## config.mk

```make
export PLATFORM = sky130hd
export DESIGN_NAME = zynq_axil_fifo_csr_shell
export DESIGN_NICKNAME = d
export VERILOG_FILES = /design/src/rtl/zynq_axil_fifo_csr_shell.sv
export SDC_FILE = /design/constraint.sdc
export NUM_CORES = 1
export LEC_CHECK = 0
export CELL_PAD_IN_SITES_DETAIL_PLACEMENT = 0
export CELL_PAD_IN_SITES_GLOBAL_PLACEMENT = 1
export CORE_AREA = 2 2 263 239
export CTS_BUF_LIST = sky130_fd_sc_hd__clkbuf_8
export DETAILED_ROUTE_END_ITERATION = 10
export DIE_AREA = 0 0 265 241
export GPL_TIMING_DRIVEN = 0
export HOLD_SLACK_MARGIN = 0.06
export PLACE_DENSITY_LB_ADDON = 0.1
export SYNTH_ARGS = -nofsm -noshare
export SYNTH_HDL_FRONTEND = slang
export SYNTH_SLANG_ARGS = --single-unit
```

## constraint.sdc

```tcl
create_clock -name aclk -period 5.4 [get_ports aclk]
set_input_delay 1.08 -clock aclk [delete_from_list [all_inputs] [get_ports aclk]]
set_output_delay 1.08 -clock aclk [all_outputs]
set_load 0.05 [all_outputs]
```

## src/rtl/zynq_axil_fifo_csr_shell.sv

```systemverilog
// AXI4-Lite slave shell exposing R/W CSRs, PS->PL FIFOs and PL->PS FIFOs with
// occupancy/free-space status words, all decoded from one flat word map.
module zynq_axil_fifo_csr_shell #(
  parameter int C_S_AXI_DATA_WIDTH = 32,
  parameter int C_S_AXI_ADDR_WIDTH = 10,
  parameter int num_regs_p         = 4,
  parameter int num_in_fifos_p     = 2,
  parameter int num_out_fifos_p    = 2,
  parameter int fifo_els_p         = 4
) (
  input  logic                            aclk,
  input  logic                            aresetn,
  input  logic [C_S_AXI_ADDR_WIDTH-1:0]   s_axi_awaddr,
  input  logic [2:0]                      s_axi_awprot,
  input  logic                            s_axi_awvalid,
  output logic                            s_axi_awready,
  input  logic [C_S_AXI_DATA_WIDTH-1:0]   s_axi_wdata,
  input  logic [3:0]                      s_axi_wstrb,
  input  logic                            s_axi_wvalid,
  output logic                            s_axi_wready,
  output logic [1:0]                      s_axi_bresp,
  output logic                            s_axi_bvalid,
  input  logic                            s_axi_bready,
  input  logic [C_S_AXI_ADDR_WIDTH-1:0]   s_axi_araddr,
  input  logic [2:0]                      s_axi_arprot,
  input  logic                            s_axi_arvalid,
  output logic                            s_axi_arready,
  output logic [C_S_AXI_DATA_WIDTH-1:0]   s_axi_rdata,
  output logic [1:0]                      s_axi_rresp,
  output logic                            s_axi_rvalid,
  input  logic                            s_axi_rready,
  output logic [32*num_regs_p-1:0]        csr_data_o,
  output logic [32*num_in_fifos_p-1:0]    pl_in_data_o,
  output logic [num_in_fifos_p-1:0]       pl_in_v_o,
  input  logic [num_in_fifos_p-1:0]       pl_in_yumi_i,
  input  logic [32*num_out_fifos_p-1:0]   pl_out_data_i,
  input  logic [num_out_fifos_p-1:0]      pl_out_v_i,
  output logic [num_out_fifos_p-1:0]      pl_out_ready_o
);

  localparam int O        = num_out_fifos_p;
  localparam int I        = num_in_fifos_p;
  localparam int R        = num_regs_p;
  localparam int cw       = $clog2(fifo_els_p + 1);
  localparam int pw       = $clog2(fifo_els_p);
  localparam int BASE_IN  = 2 * O;
  localparam int BASE_IST = 2 * O + I;
  localparam int BASE_CSR = 2 * O + 2 * I;
  localparam int MAP_END  = BASE_CSR + R;

  localparam logic [1:0]    RESP_OKAY   = 2'b00;
  localparam logic [1:0]    RESP_SLVERR = 2'b10;
  localparam logic [1:0]    RESP_DECERR = 2'b11;
  localparam logic [cw-1:0] FULL_CNT    = cw'(fifo_els_p);
  localparam logic [pw-1:0] LAST_PTR    = pw'(fifo_els_p - 1);

  if (C_S_AXI_DATA_WIDTH != 32) begin : g_bad_data_width
    $error("zynq_axil_fifo_csr_shell supports only a 32-bit data width");
  end
  if (MAP_END > (1 << (C_S_AXI_ADDR_WIDTH - 2))) begin : g_bad_addr_width
    $error("zynq_axil_fifo_csr_shell word map does not fit the address width");
  end

  logic                bvalid_q, rvalid_q;
  logic [1:0]          bresp_q, rresp_q;
  logic [31:0]         rdata_q;
  logic [31:0]         csr_q   [R];
  logic [31:0]         in_mem  [I][fifo_els_p];
  logic [pw-1:0]       in_rd   [I];
  logic [pw-1:0]       in_wr   [I];
  logic [cw-1:0]       in_cnt  [I];
  logic [31:0]         out_mem [O][fifo_els_p];
  logic [pw-1:0]       out_rd  [O];
  logic [pw-1:0]       out_wr  [O];
  logic [cw-1:0]       out_cnt [O];

  logic                wr_acc, rd_acc;
  logic [31:0]         wword, rword;
  logic [1:0]          wr_resp, rd_resp;
  logic [31:0]         rd_data;
  logic [I-1:0]        in_push, in_pop;
  logic [O-1:0]        out_push, out_pop;
  logic [R-1:0]        csr_we;
  logic                unused_ok;

  assign unused_ok = ^{s_axi_awprot, s_axi_arprot, s_axi_awaddr[1:0], s_axi_araddr[1:0]};

  assign wword = 32'(s_axi_awaddr[C_S_AXI_ADDR_WIDTH-1:2]);
  assign rword = 32'(s_axi_araddr[C_S_AXI_ADDR_WIDTH-1:2]);

  // Ready is combinational so the accept happens in the cycle valid is seen.
  assign wr_acc        = aresetn && s_axi_awvalid && s_axi_wvalid && !bvalid_q;
  assign rd_acc        = aresetn && s_axi_arvalid && !rvalid_q;
  assign s_axi_awready = wr_acc;
  assign s_axi_wready  = wr_acc;
  assign s_axi_arready = rd_acc;
  assign s_axi_bvalid  = bvalid_q;
  assign s_axi_bresp   = bresp_q;
  assign s_axi_rvalid  = rvalid_q;
  assign s_axi_rresp   = rresp_q;
  assign s_axi_rdata   = rdata_q;

  function automatic logic [pw-1:0] next_ptr(input logic [pw-1:0] p);
    return (p == LAST_PTR) ? '0 : p + pw'(1);
  endfunction

  always_comb begin
    for (int k = 0; k < R; k++) csr_data_o[32*k +: 32] = csr_q[k];
    for (int i = 0; i < I; i++) begin
      pl_in_data_o[32*i +: 32] = in_mem[i][in_rd[i]];
      pl_in_v_o[i]             = (in_cnt[i] != '0);
    end
    for (int j = 0; j < O; j++) pl_out_ready_o[j] = (out_cnt[j] != FULL_CNT);
  end

  // A push into a full FIFO is still legal when the same edge pops it.
  always_comb begin
    wr_resp = RESP_SLVERR;
    in_push = '0;
    csr_we  = '0;
    for (int i = 0; i < I; i++) in_pop[i] = pl_in_yumi_i[i] && (in_cnt[i] != '0);
    for (int j = 0; j < O; j++) out_push[j] = pl_out_v_i[j] && (out_cnt[j] != FULL_CNT);
    if (wword >= 32'(MAP_END)) wr_resp = RESP_DECERR;
    for (int i = 0; i < I; i++) begin
      if (wword == 32'(BASE_IN + i) && (in_cnt[i] != FULL_CNT || in_pop[i])) begin
        wr_resp    = RESP_OKAY;
        in_push[i] = wr_acc;
      end
    end
    for (int k = 0; k < R; k++) begin
      if (wword == 32'(BASE_CSR + k)) begin
        wr_resp   = RESP_OKAY;
        csr_we[k] = wr_acc;
      end
    end
  end

  always_comb begin
    rd_resp = RESP_SLVERR;
    rd_data = '0;
    out_pop = '0;
    if (rword >= 32'(MAP_END)) rd_resp = RESP_DECERR;
    for (int j = 0; j < O; j++) begin
      if (rword == 32'(j) && out_cnt[j] != '0) begin
        rd_resp    = RESP_OKAY;
        rd_data    = out_mem[j][out_rd[j]];
        out_pop[j] = rd_acc;
      end
      if (rword == 32'(O + j)) begin
        rd_resp = RESP_OKAY;
        rd_data = 32'(out_cnt[j]);
      end
    end
    for (int i = 0; i < I; i++) begin
      if (rword == 32'(BASE_IST + i)) begin
        rd_resp = RESP_OKAY;
        rd_data = 32'(fifo_els_p) - 32'(in_cnt[i]);
      end
    end
    for (int k = 0; k < R; k++) begin
      if (rword == 32'(BASE_CSR + k)) begin
        rd_resp = RESP_OKAY;
        rd_data = csr_q[k];
      end
    end
  end

  always_ff @(posedge aclk) begin
    for (int i = 0; i < I; i++)
      if (in_push[i]) in_mem[i][in_wr[i]] <= s_axi_wdata;
    for (int j = 0; j < O; j++)
      if (out_push[j]) out_mem[j][out_wr[j]] <= pl_out_data_i[32*j +: 32];
  end

  always_ff @(posedge aclk) begin
    if (!aresetn) begin
      bvalid_q <= 1'b0;
      bresp_q  <= RESP_OKAY;
      rvalid_q <= 1'b0;
      rresp_q  <= RESP_OKAY;
      rdata_q  <= '0;
      for (int k = 0; k < R; k++) csr_q[k] <= '0;
      for (int i = 0; i < I; i++) begin
        in_rd[i]  <= '0;
        in_wr[i]  <= '0;
        in_cnt[i] <= '0;
      end
      for (int j = 0; j < O; j++) begin
        out_rd[j]  <= '0;
        out_wr[j]  <= '0;
        out_cnt[j] <= '0;
      end
    end else begin
      if (wr_acc) begin
        bvalid_q <= 1'b1;
        bresp_q  <= wr_resp;
      end else if (s_axi_bready) begin
        bvalid_q <= 1'b0;
      end
      if (rd_acc) begin
        rvalid_q <= 1'b1;
        rresp_q  <= rd_resp;
        rdata_q  <= rd_data;
      end else if (s_axi_rready) begin
        rvalid_q <= 1'b0;
      end
      for (int k = 0; k < R; k++)
        for (int b = 0; b < 4; b++)
          if (csr_we[k] && s_axi_wstrb[b]) csr_q[k][8*b +: 8] <= s_axi_wdata[8*b +: 8];
      for (int i = 0; i < I; i++) begin
        if (in_push[i]) in_wr[i] <= next_ptr(in_wr[i]);
        if (in_pop[i])  in_rd[i] <= next_ptr(in_rd[i]);
        if (in_push[i] && !in_pop[i])      in_cnt[i] <= in_cnt[i] + cw'(1);
        else if (!in_push[i] && in_pop[i]) in_cnt[i] <= in_cnt[i] - cw'(1);
      end
      for (int j = 0; j < O; j++) begin
        if (out_push[j]) out_wr[j] <= next_ptr(out_wr[j]);
        if (out_pop[j])  out_rd[j] <= next_ptr(out_rd[j]);
        if (out_push[j] && !out_pop[j])      out_cnt[j] <= out_cnt[j] + cw'(1);
        else if (!out_push[j] && out_pop[j]) out_cnt[j] <= out_cnt[j] - cw'(1);
      end
    end
  end

endmodule

```

# Yosys cells after proc, flatten, opt, wreduce, memory -nomap -nowiden
# Memory sizes are Yosys's and may differ from the RTL's.
# Index checks and enable logic that the tools add are counted.
dict set report totals {
  regBits 38
  ram_bits 668
  in_bits 137
  out_inout_bits 237
  wordCells 382
  mem_count 9
}
# name depth width read_ports rd_clocked_by_memory_dff wr line_no
set memory_table {}
lappend memory_table {in_mem 2 128 2 0 1 68} ;# logic [31:0] in_mem [I][fifo_els_p];
lappend memory_table {out_mem 2 128 2 0 2 72} ;# logic [31:0] out_mem [O][fifo_els_p];
lappend memory_table {csr_q 4 32 4 0 4 67} ;# logic [31:0] csr_q [R];
lappend memory_table {in_cnt 2 3 2 0 2 71} ;# logic [cw-1:0] in_cnt [I];
lappend memory_table {out_cnt 2 3 2 0 2 75} ;# logic [cw-1:0] out_cnt [O];
lappend memory_table {in_rd 2 2 2 0 2 69} ;# logic [pw-1:0] in_rd [I];
lappend memory_table {{+3 memories} -- -- -- -- -- --}
dict set report classes {
  n_addsub 18
  n_lt_le_gt_ge 14
  n_eq_ne 27
  mux 208
  bitwise_logic 40
  n_reduce_logical 61
}
# cell n
set ops {}
lappend ops {{128-bit two-way mux} 6}
lappend ops {{32-bit two-way mux} 22}
lappend ops {{32-bit binary-select mux with 2-bit select} 4}
lappend ops {{32-bit demux with 2-bit select} 4}
lappend ops {{8-bit two-way mux} 16}
lappend ops {{128-bit OR reduction} 1}
lappend ops {{1-bit two-way mux} 116}
lappend ops {{8-bit by 4-bit equality test with 1-bit output (second input constant)} 8}
lappend ops {{2-bit two-way mux} 32}
lappend ops {{1-bit logical AND} 41}
lappend ops {{8-bit by 3-bit equality test with 1-bit output (second input constant)} 4}
lappend ops {{32-bit zero test} 1}
lappend ops {{1-bit OR} 32}
lappend ops {{3-bit >= comparator (second input constant)} 8}
lappend ops {{3-bit two-way mux} 8}
lappend ops {{2-bit inverter with 3-bit output} 8}
lappend ops {{2-bit by 1-bit adder with 2-bit output (second input constant)} 8}
lappend ops {{2-bit equality test (second input constant)} 8}
lappend ops {{8-bit by 2-bit equality test with 1-bit output (second input constant)} 2}
lappend ops {{8-bit by 4-bit >= comparator with 1-bit output (second input constant)} 2}
lappend ops {{3-bit by 1-bit adder with 3-bit output (second input constant)} 4}
lappend ops {{3-bit by 1-bit < comparator with 1-bit output (second input constant)} 4}
lappend ops {{3-bit inequality test (second input constant)} 4}
lappend ops {{3-bit nonzero test} 4}
lappend ops {{other kinds (6)} 21}

# Logic depth before layout (Yosys ltp)
# Gate-level depths: netlist (run 1).
# An unclocked memory read counts as a cell.
dict set report depth {
  word_depth 15
  depth_mapped 11
}

# Least setup slack after synthesis (run 1)
# No wires, ideal clock.
dict set report synth_timing {
  kind {input to register}
  from {in s_axi_awaddr[7]}
  to {mem in_mem[0][160] (netlist name), enable pin}
  setup_ps 392
  arrival_ps 3278
  t_required_ps 5008
  path_slack_ps 1730
  cell_stages 5
  n_path_buf 1
  path_cell_list {or4_4 > nor4b_1 > and3_1 > clkbuf_1 > and2_1}
}
dict set report synth_via {
  elab_chain_len 7
  word_cells_on_any_way 13
}
# element line_no
set synth_lines {}
lappend synth_lines {{start: declaration} 13} ;# input logic [C_S_AXI_ADDR_WIDTH-1:0] s_axi_awaddr,
lappend synth_lines {{8-bit by 3-bit equality test with 1-bit output} 125} ;# if (wword == 32'(BASE_IN + i) && (in_cnt[i] != FULL_CNT || in_pop[i])) begin
lappend synth_lines {{1-bit logical AND} 125}
lappend synth_lines {{1-bit two-way mux} 125}
lappend synth_lines {{1-bit two-way mux} 170} ;# if (in_push[i]) in_mem[i][in_wr[i]] <= s_axi_wdata;
lappend synth_lines {{128-bit two-way mux (implied by the code)} 170}
lappend synth_lines {{128-bit OR reduction (no source line)} --}
lappend synth_lines {{1-bit two-way mux (no source line) / 128-bit two-way mux (equally long branches)} --}
lappend synth_lines {{end: declaration} 68}
# Several ways; a longest one is shown, not always the timed one.

# Final worst setup path (run 1)
dict set report layout_timing {
  from {in aresetn}
  to {out s_axi_arready}
}
dict set report layout_via {
  elab_chain_len 2
}
# element line_no
set layout_lines {}
lappend layout_lines {{start: declaration} 12} ;# input logic aresetn,
lappend layout_lines {{1-bit logical AND (2 in a row)} 93} ;# assign rd_acc = aresetn && s_axi_arvalid && !rvalid_q;
lappend layout_lines {{end: declaration} 27} ;# output logic s_axi_arready,
# Every way passes these cells.

==> metrics.md, run 1 <==
| Metric | Value |
|---|---|
| Outcome | `completed` |
| #FFs+latches synth | `706` |
| Worst Setup End Kind | `output port` |
| Post-Synthesis Cell Area | `roughly 0.028 sq mm` |
| First-pass GRT wire length | `117,200 um` |
| Initial DRC Count | `1,621` |
| Grt ovf | `0` |
| Number of I/O pins | `approximately 370` |
| Min-delay worst type | `register to register` |
| Startpoint types | `input port` |
| CTS max path bufs | `3` |
| Yosys warns | `0` |
| Max Transition Viols Final | `0` |
| CTS tree | `built` |
| Area growth from synthesis to layout | `24.52%` |
| CP Data Arrival Time | `around 4.2 ns` |
| Total CTS buffers | `around 110` |
| Area share of the largest cell type after synthesis | `a little over two thirds` |
| Rows | `86` |
| Total Routed Length | `82,760 um` |
| Worst r2r dst | `csr_q[1][11]` |
| Yosys cell types | `59` |
| DIE WIDTH | `around 270 um` |
| Kind of critical path | `input port to output port` |
| Final ANT Viol Nets | `0` |
| Post-CTS resize count | `0` |
| Number of flops mapped to enable cells by yosys | `~670` |
| Die height | `around 240 um` |
| Worst path required time | `between 4 and 5 ns` |
| Total GRT Usage | `around a quarter` |
| Worst Hold End | `s_axi_rresp[0]` |
| Unrepaired setup endpoints after global routing | `no` |
| Vias in the first global route | `17,390` |
| Minimum clock period | `~5.3 ns` |
| Setup ws final | `0.09115 ns` |
| Clock transition at path regs | `around 0.060 ns` |
| Clk_lat worst skew | `between 0.7 and 0.8 ns` |
| PwrDens | `approximately 360 mW/mm^2` |
| DR vias | `between 15,000 and 20,000` |
| Post-Place Cells | `2,778` |
| CTS Root Cell | `clkbuf_8` |
| Post-synth net total | `approximately 1,800` |
| Slew at the pin closest to its max-slew limit | `around 1.1 ns` |
| Starting Density | `a little under half` |
| Worst hold path stage count | `2` |
| Routed length per instance | `about 28 um` |
| Final nets | `roughly 2,300` |
| Setup tns final | `0 ns` |
| Worst-case clock skew | `approximately 0.036 ns` |
| Peak Freq | `roughly 190 MHz` |
| Core area | `0.06090 sq mm` |
| Rel. slew slack | `about 28%` |
| Largest cells by area after synthesis | `edfxtp_1 (70%), mux4_2 (10%), and3_1 (3.1%)` |
| P_leak | `~12 nW` |
| Max-Cap Viols | `0` |
| Reg2Reg Setup Slack | `a little over 2 ns` |
| Vias per cell | `just under 6` |
| Final Hold Fails | `0` |
| Share of cells above drive strength 1 | `roughly 14%` |
| Worst R2R Path Depth | `6` |
| FF-to-FF Start | `s_axi_bvalid` |
| Post-CTS Setup Bufs | `0` |
| Synth Flop Type | `edfxtp_1` |
| Post-DP HPWL | `60,170 um` |
| Cts hold-fix bufs | `0` |
| CTS sink cnt | `~700` |
| DP Worst Slack | `0.2279 ns` |
| Largest area contributor in the netlist | `edfxtp_1` |
| Crit path max fanout | `10` |
| Post-synthesis cell count | `approximately 1,600` |
| Syn avg cell area | `approximately 18 sq um` |
| Non-Filler Instances | `approximately 3,000` |
| H-tree lvl count | `3` |
| Fillers | `~4,700` |
| DIE AREA | `~0.064 sq mm` |
| DRC violations left | `0` |
| Hold_sp | `s_axi_rresp[0]` |
| Antenna violations before repair | `7` |
| First-pass detailed-route iteration total | `6` |
| Max VDD drop | `201.0 uV` |
| Tcrit/Tclk final | `a little over nine tenths` |
| Hold Slack | `0.4598 ns` |
| Async set-reset flop share out of synthesis | `0%` |
| RePlAce Congestion | `slightly above 0.9` |
| Part of the Yosys area used for sequential elements | `between 70% and 80%` |
| Port Buf Inserts | `360` |
| Setup violators final | `0` |
| Largest net degree at the start of global routing | `33` |
cells by family after synthesis:
kind of cell,synth area share [%]
DFF,73.16
AOI/OAI and AO/OA,5.219
and+or+nand+nor,6.850
buffers and inverters,1.772
muxes,11.30
xor gates and xnor gates,0.1539
adders and majority gates,1.543
routing by layer:
layer,GRT usage (%),vias up,wire (um)
met5,0,-,45
met4,5.735,6,1463
met3,8.509,102,7774
met2,40.71,730,38720
met1,35.28,9036,34760
li1,-,7516,-
registers in the layout, indices dropped and copies added (netlist names):
register	flops
in_mem	256
out_mem	256
csr_q	128
s_axi_rdata	32
in_cnt	6
out_cnt	6
in_rd	4
in_wr	4
out_rd	4
out_wr	4
s_axi_bresp	2
s_axi_rresp	2
s_axi_bvalid	1
s_axi_rvalid	1
how the worst max path moves through the flow:
stage	from	to	slack, ns	cells after the start
floorplan	s_axi_awaddr[7]	in_mem[0][160]	1.73	5
global placement	aresetn	s_axi_arready	0.18	5
detailed placement	aresetn	s_axi_arready	0.23	5
CTS	aresetn	s_axi_arready	0.23	5
global route	aresetn	s_axi_arready	0.03	5
finish	aresetn	s_axi_arready	0.09	5
critical path, cell delays in order:
cell and delay (ns):
clkbuf_1 0.64, nand3b_1 0.50, inv_1 0.41, clkbuf_1 0.63, clkdlybuf4s50_1 0.95
cells in the final DEF, fill, tap and decap left out, drive strengths merged, types with 38 or more instances in the layout:
cell type and count:
dfxtp 38, clkbuf 197, nand2 45, and3 139, mux4 128, edfxtp 668
o21ai 61, nor2 99, clkdlybuf4s50 360, inv 70
stage by stage:
stage	utilization (%)	power (W)	cell area, sq um
after CTS	58.16	0.01270	35420
after global placement	54.27	0.008355	33050
after detailed placement	54.70	0.008392	33310
after floorplan	-	0.007610	28460
final	58.18	0.01260	35440
after global routing	58.17	0.01303	35430
layout make-up:
type                            instances  area [sq um]  area share (%)
Sequential cell                       706         20820           58.76
Clock buffer                          114          1569           4.428
Clock inverter                         91         540.5           1.525
Tap cell                              792         991.0           2.797
Inverter                               25         93.84          0.2648
Multi-Input combinational cell        776          7159           20.20
Antenna cell                            3         7.507         0.02119
Timing Repair Buffer                  372          3844           10.85
Buffer                                107         410.4           1.158
synth_stat cells (19+ instances only):
library cell,instances
o221ai_1,30
a31oi_1,31
o21ai_0,60
clkbuf_1,83
dfxtp_1,38
nor2_1,99
edfxtp_1,668
mux4_2,128
ha_1,31
and3_1,139
inv_1,25
buf_1,19
nand2_1,45
mux2i_1,30
a221oi_1,32
power by group:
group	internal, W	leakage, nW	switching [W]
logic	0.000686	4.37	0.00122
registers	0.00625	6.60	0.000113
clock network	0.00225	1.23	0.00209
total	0.00918	12.2	0.00342
(Power assumes the default switching activity.)
==> inputs of run 2 (changes only) <==
--- a/config.mk
+++ b/config.mk
@@ -5,6 +5,7 @@
 export SDC_FILE = /design/constraint.sdc
 export NUM_CORES = 1
 export LEC_CHECK = 0
+export CAP_MARGIN = 40
 export CELL_PAD_IN_SITES_DETAIL_PLACEMENT = 0
 export CELL_PAD_IN_SITES_GLOBAL_PLACEMENT = 1
 export CORE_AREA = 2 2 263 239
==> metrics.md, run 2 (synthesis gave the netlist of run 1 again) <==
| Metric | Value |
|---|---|
| Vias in the first global route | `17,280 (-0.63%)` |
| DIE AREA | `0.06387 sq mm (unchanged)` |
| Total GRT Usage | `25.80% (about the same)` |
| Min-delay worst type | `register to register` |
| Crit path max fanout | `10 (unchanged)` |
| Cell-internal power | `0.009077 W (-1.1%)` |
| Post-DP HPWL | `60,770 um (+0.99%)` |
| Most common cell after layout, fill and taps aside | `edfxtp_1` |
| Peak Freq | `203.4 MHz (+8.0%)` |
| CP Data Arrival Time | `3.84 ns (-0.39 ns)` |
| DP Worst Slack | `0.6025 ns (+0.3747 ns)` |
| Reg2Reg Setup Slack | `2.12 ns (+0.07 ns)` |
| Kind of critical path | `input port to output port` |
| Setup tns final | `0 ns (unchanged)` |
| Number of I/O pins | `374 (unchanged)` |
| Most Crowded Layer GR | `met2` |
| Core area | `0.06090 sq mm (unchanged)` |
| Rel. slew slack | `32.94% (+4.7 points)` |
| Hold_sp | `s_axi_rresp[0]` |
| Worst path cell trace | `clkdlybuf4s50_1, nand3b_1, inv_1, clkbuf_1, clkdlybuf4s50_1` |
| Sequential share of power | `50.9% (+0.4 points)` |
| CTS max path bufs | `3 (unchanged)` |
| P_leak | `12.28 nW (+0.67%)` |
| Total CTS buffers | `114 (+0.88%)` |
| Total Routed Length | `82,400 um (-0.44%)` |
| Grt met3 use | `8.326% (-0.18 points)` |
| Net Sw Power | `0.003411 W (-0.18%)` |
| Sw Share | `27.31% (+0.19 points)` |
| CP bufs+invs | `4 (unchanged)` |
| Worst-case clock skew | `0.02029 ns (-0.01566 ns)` |
| Grt met1 use | `35.21% (-0.070 points)` |
| Initial DRC Count | `1,467 (-9.5%)` |
| DR vias | `17,320 (-0.39%)` |
| Finished layout cell area | `0.03563 sq mm (+0.55%)` |
| Starting Density | `46.73% (unchanged)` |
| Met2 Use GR | `40.75% (about the same)` |
| Routed length per instance | `27.42 um (-1.1%)` |
| Cell repeated most along the worst path | `clkdlybuf4s50_1` |
| Worst setup path startpoint | `s_axi_arvalid` |
| Post-CTS Setup Bufs | `0 (unchanged)` |
| Worst Hold End | `s_axi_rresp[0]` |
| Final nets | `2,291 (+0.88%)` |
| Clock transition at path regs | `0.05 ns (about the same)` |
| Max Transition Viols Final | `0 (unchanged)` |
| Dpl cell area | `0.03358 sq mm (+0.80%)` |
| Post-CTS resize count | `0 (unchanged)` |
| Worst path required time | `4.32 ns (about the same)` |
| First-pass detailed-route iteration total | `7 (+1)` |
| Port Buf Inserts | `360 (unchanged)` |
| DRC violations left | `0 (unchanged)` |
| Tot Pwr | `0.01249 W (-0.89%)` |
| FF-to-FF Start | `s_axi_bvalid` |
| CTS Root Cell | `clkbuf_8` |
| Worst stage delay on the critical path | `0.95 ns (about the same)` |
| Clk_lat worst skew | `0.71 ns (about the same)` |
| Max VDD drop | `205.1 uV (+2.0%)` |
| Grt ovf | `0 (unchanged)` |
| CTS sink cnt | `706 (unchanged)` |
| Worst r2r dst | `csr_q[2][10]` |
| Antenna violations before repair | `6 (-1)` |
| Comb pwr share | `15.6% (+0.5 points)` |
| Cts hold-fix bufs | `0 (unchanged)` |
| Outcome | `completed` |
| Share of cells above drive strength 1 | `15.20% (+0.77 points)` |
| RePlAce Congestion | `0.9102 (unchanged)` |
| Rows | `86 (unchanged)` |
| Slew at the pin closest to its max-slew limit | `1.002 ns (-0.07442 ns)` |
| Max-Cap Viols | `0 (unchanged)` |
| Non-Filler Instances | `3,005 (+0.64%)` |
| Setup violators final | `0 (unchanged)` |
| CP delay by family, top | `buffers and inverters` |
| Final ANT Viol Nets | `0 (unchanged)` |
| Worst Setup End Kind | `output port` |
| Post-Place Cells | `2,797 (+0.68%)` |
| First-pass GRT wire length | `117,200 um (about the same)` |
| Part of the power in the clock network | `33.5% (-0.9 points)` |
| Unrepaired setup endpoints after global routing | `no` |
| Minimum clock period | `4.918 ns (-0.3913 ns)` |
| Largest net degree at the start of global routing | `32 (-3.0%)` |
| Final Hold Fails | `0 (unchanged)` |
| Die height | `241 um (unchanged)` |
| PwrDens | `350.5 mW/mm^2 (-1.4%)` |
| Setup ws final | `0.4825 ns (+0.3913 ns)` |
| CTS tree | `built` |
| Area growth from synthesis to layout | `25.20%` |
| Vias per cell | `5.765 (-1.0%)` |
| Startpoint types | `input port` |
| DIE WIDTH | `265 um (unchanged)` |
| H-tree lvl count | `3 (unchanged)` |
| Worst hold path stage count | `2 (unchanged)` |
| Most frequent cells in the layout | `edfxtp_1 (668), clkdlybuf4s50_1 (360), and3_1 (131)` |
| Tcrit/Tclk final | `91.06% (-7.2 points)` |
| Slowest CP cell | `clkdlybuf4s50_1` |
| Worst R2R Path Depth | `7 (+1)` |
-- run 2: power by group through the flow --
stage	clock (W)	combinational, W	sequential, W
global route	0.00449	0.00206	0.00638
detailed placement	0	0.00197	0.00647
floorplan	0	0.00107	0.00654
finish	0.00418	0.00195	0.00636
CTS	0.00426	0.00198	0.00636
global placement	0	0.00188	0.00647
-- run 2: how the worst max path moves through the flow --
stage,endpoint,slack [ns],depth (start not counted)
final,s_axi_arready,0.48,5
after global routing,s_axi_arready,0.40,5
after CTS,s_axi_arready,0.60,5
after detailed placement,s_axi_arready,0.60,5
after global placement,s_axi_arready,0.18,5
after floorplan,in_mem[0][160],1.73,5
-- run 2: cell type report --
class | instances | area, sq um
fillers | 4764 | 25270
clock buffers | 117 | 1610
plain buffers | 107 | 410.4
well taps | 792 | 991.0
flip-flops and latches | 706 | 20820
inverters | 25 | 93.84
multi-input cells | 776 | 7154
repair buffers | 391 | 4109
clock inverters | 89 | 435.4
diodes | 2 | 5.005
-- run 2: layer usage --
layer / up-vias / wire length, um
li1: 7558 / -
met1: 8941 / 34510
met2: 711 / 38540
met3: 107 / 7851
met4: 6 / 1446
met5: - / 48
-- run 2: worst register-to-register path: cells and delay by family, from the launching register on --
family / cells / cell delay [ns]
flip-flops: 1 / 0.32
buffers and inverters: 2 / 0.77
AND/OR/NAND/NOR: 4 / 1.40
AO/OA/AOI/OAI: 1 / 0.45
-- run 2: metrics by stage --
step | hold slack (ns) | utilization (%)
after global routing | 0.4791 | 58.50
after CTS | 0.4652 | 58.49
after global placement | 0.4498 | 54.27
final | 0.4618 | 58.50
after detailed placement | 0.4576 | 55.13
after floorplan | 0.5489 | -
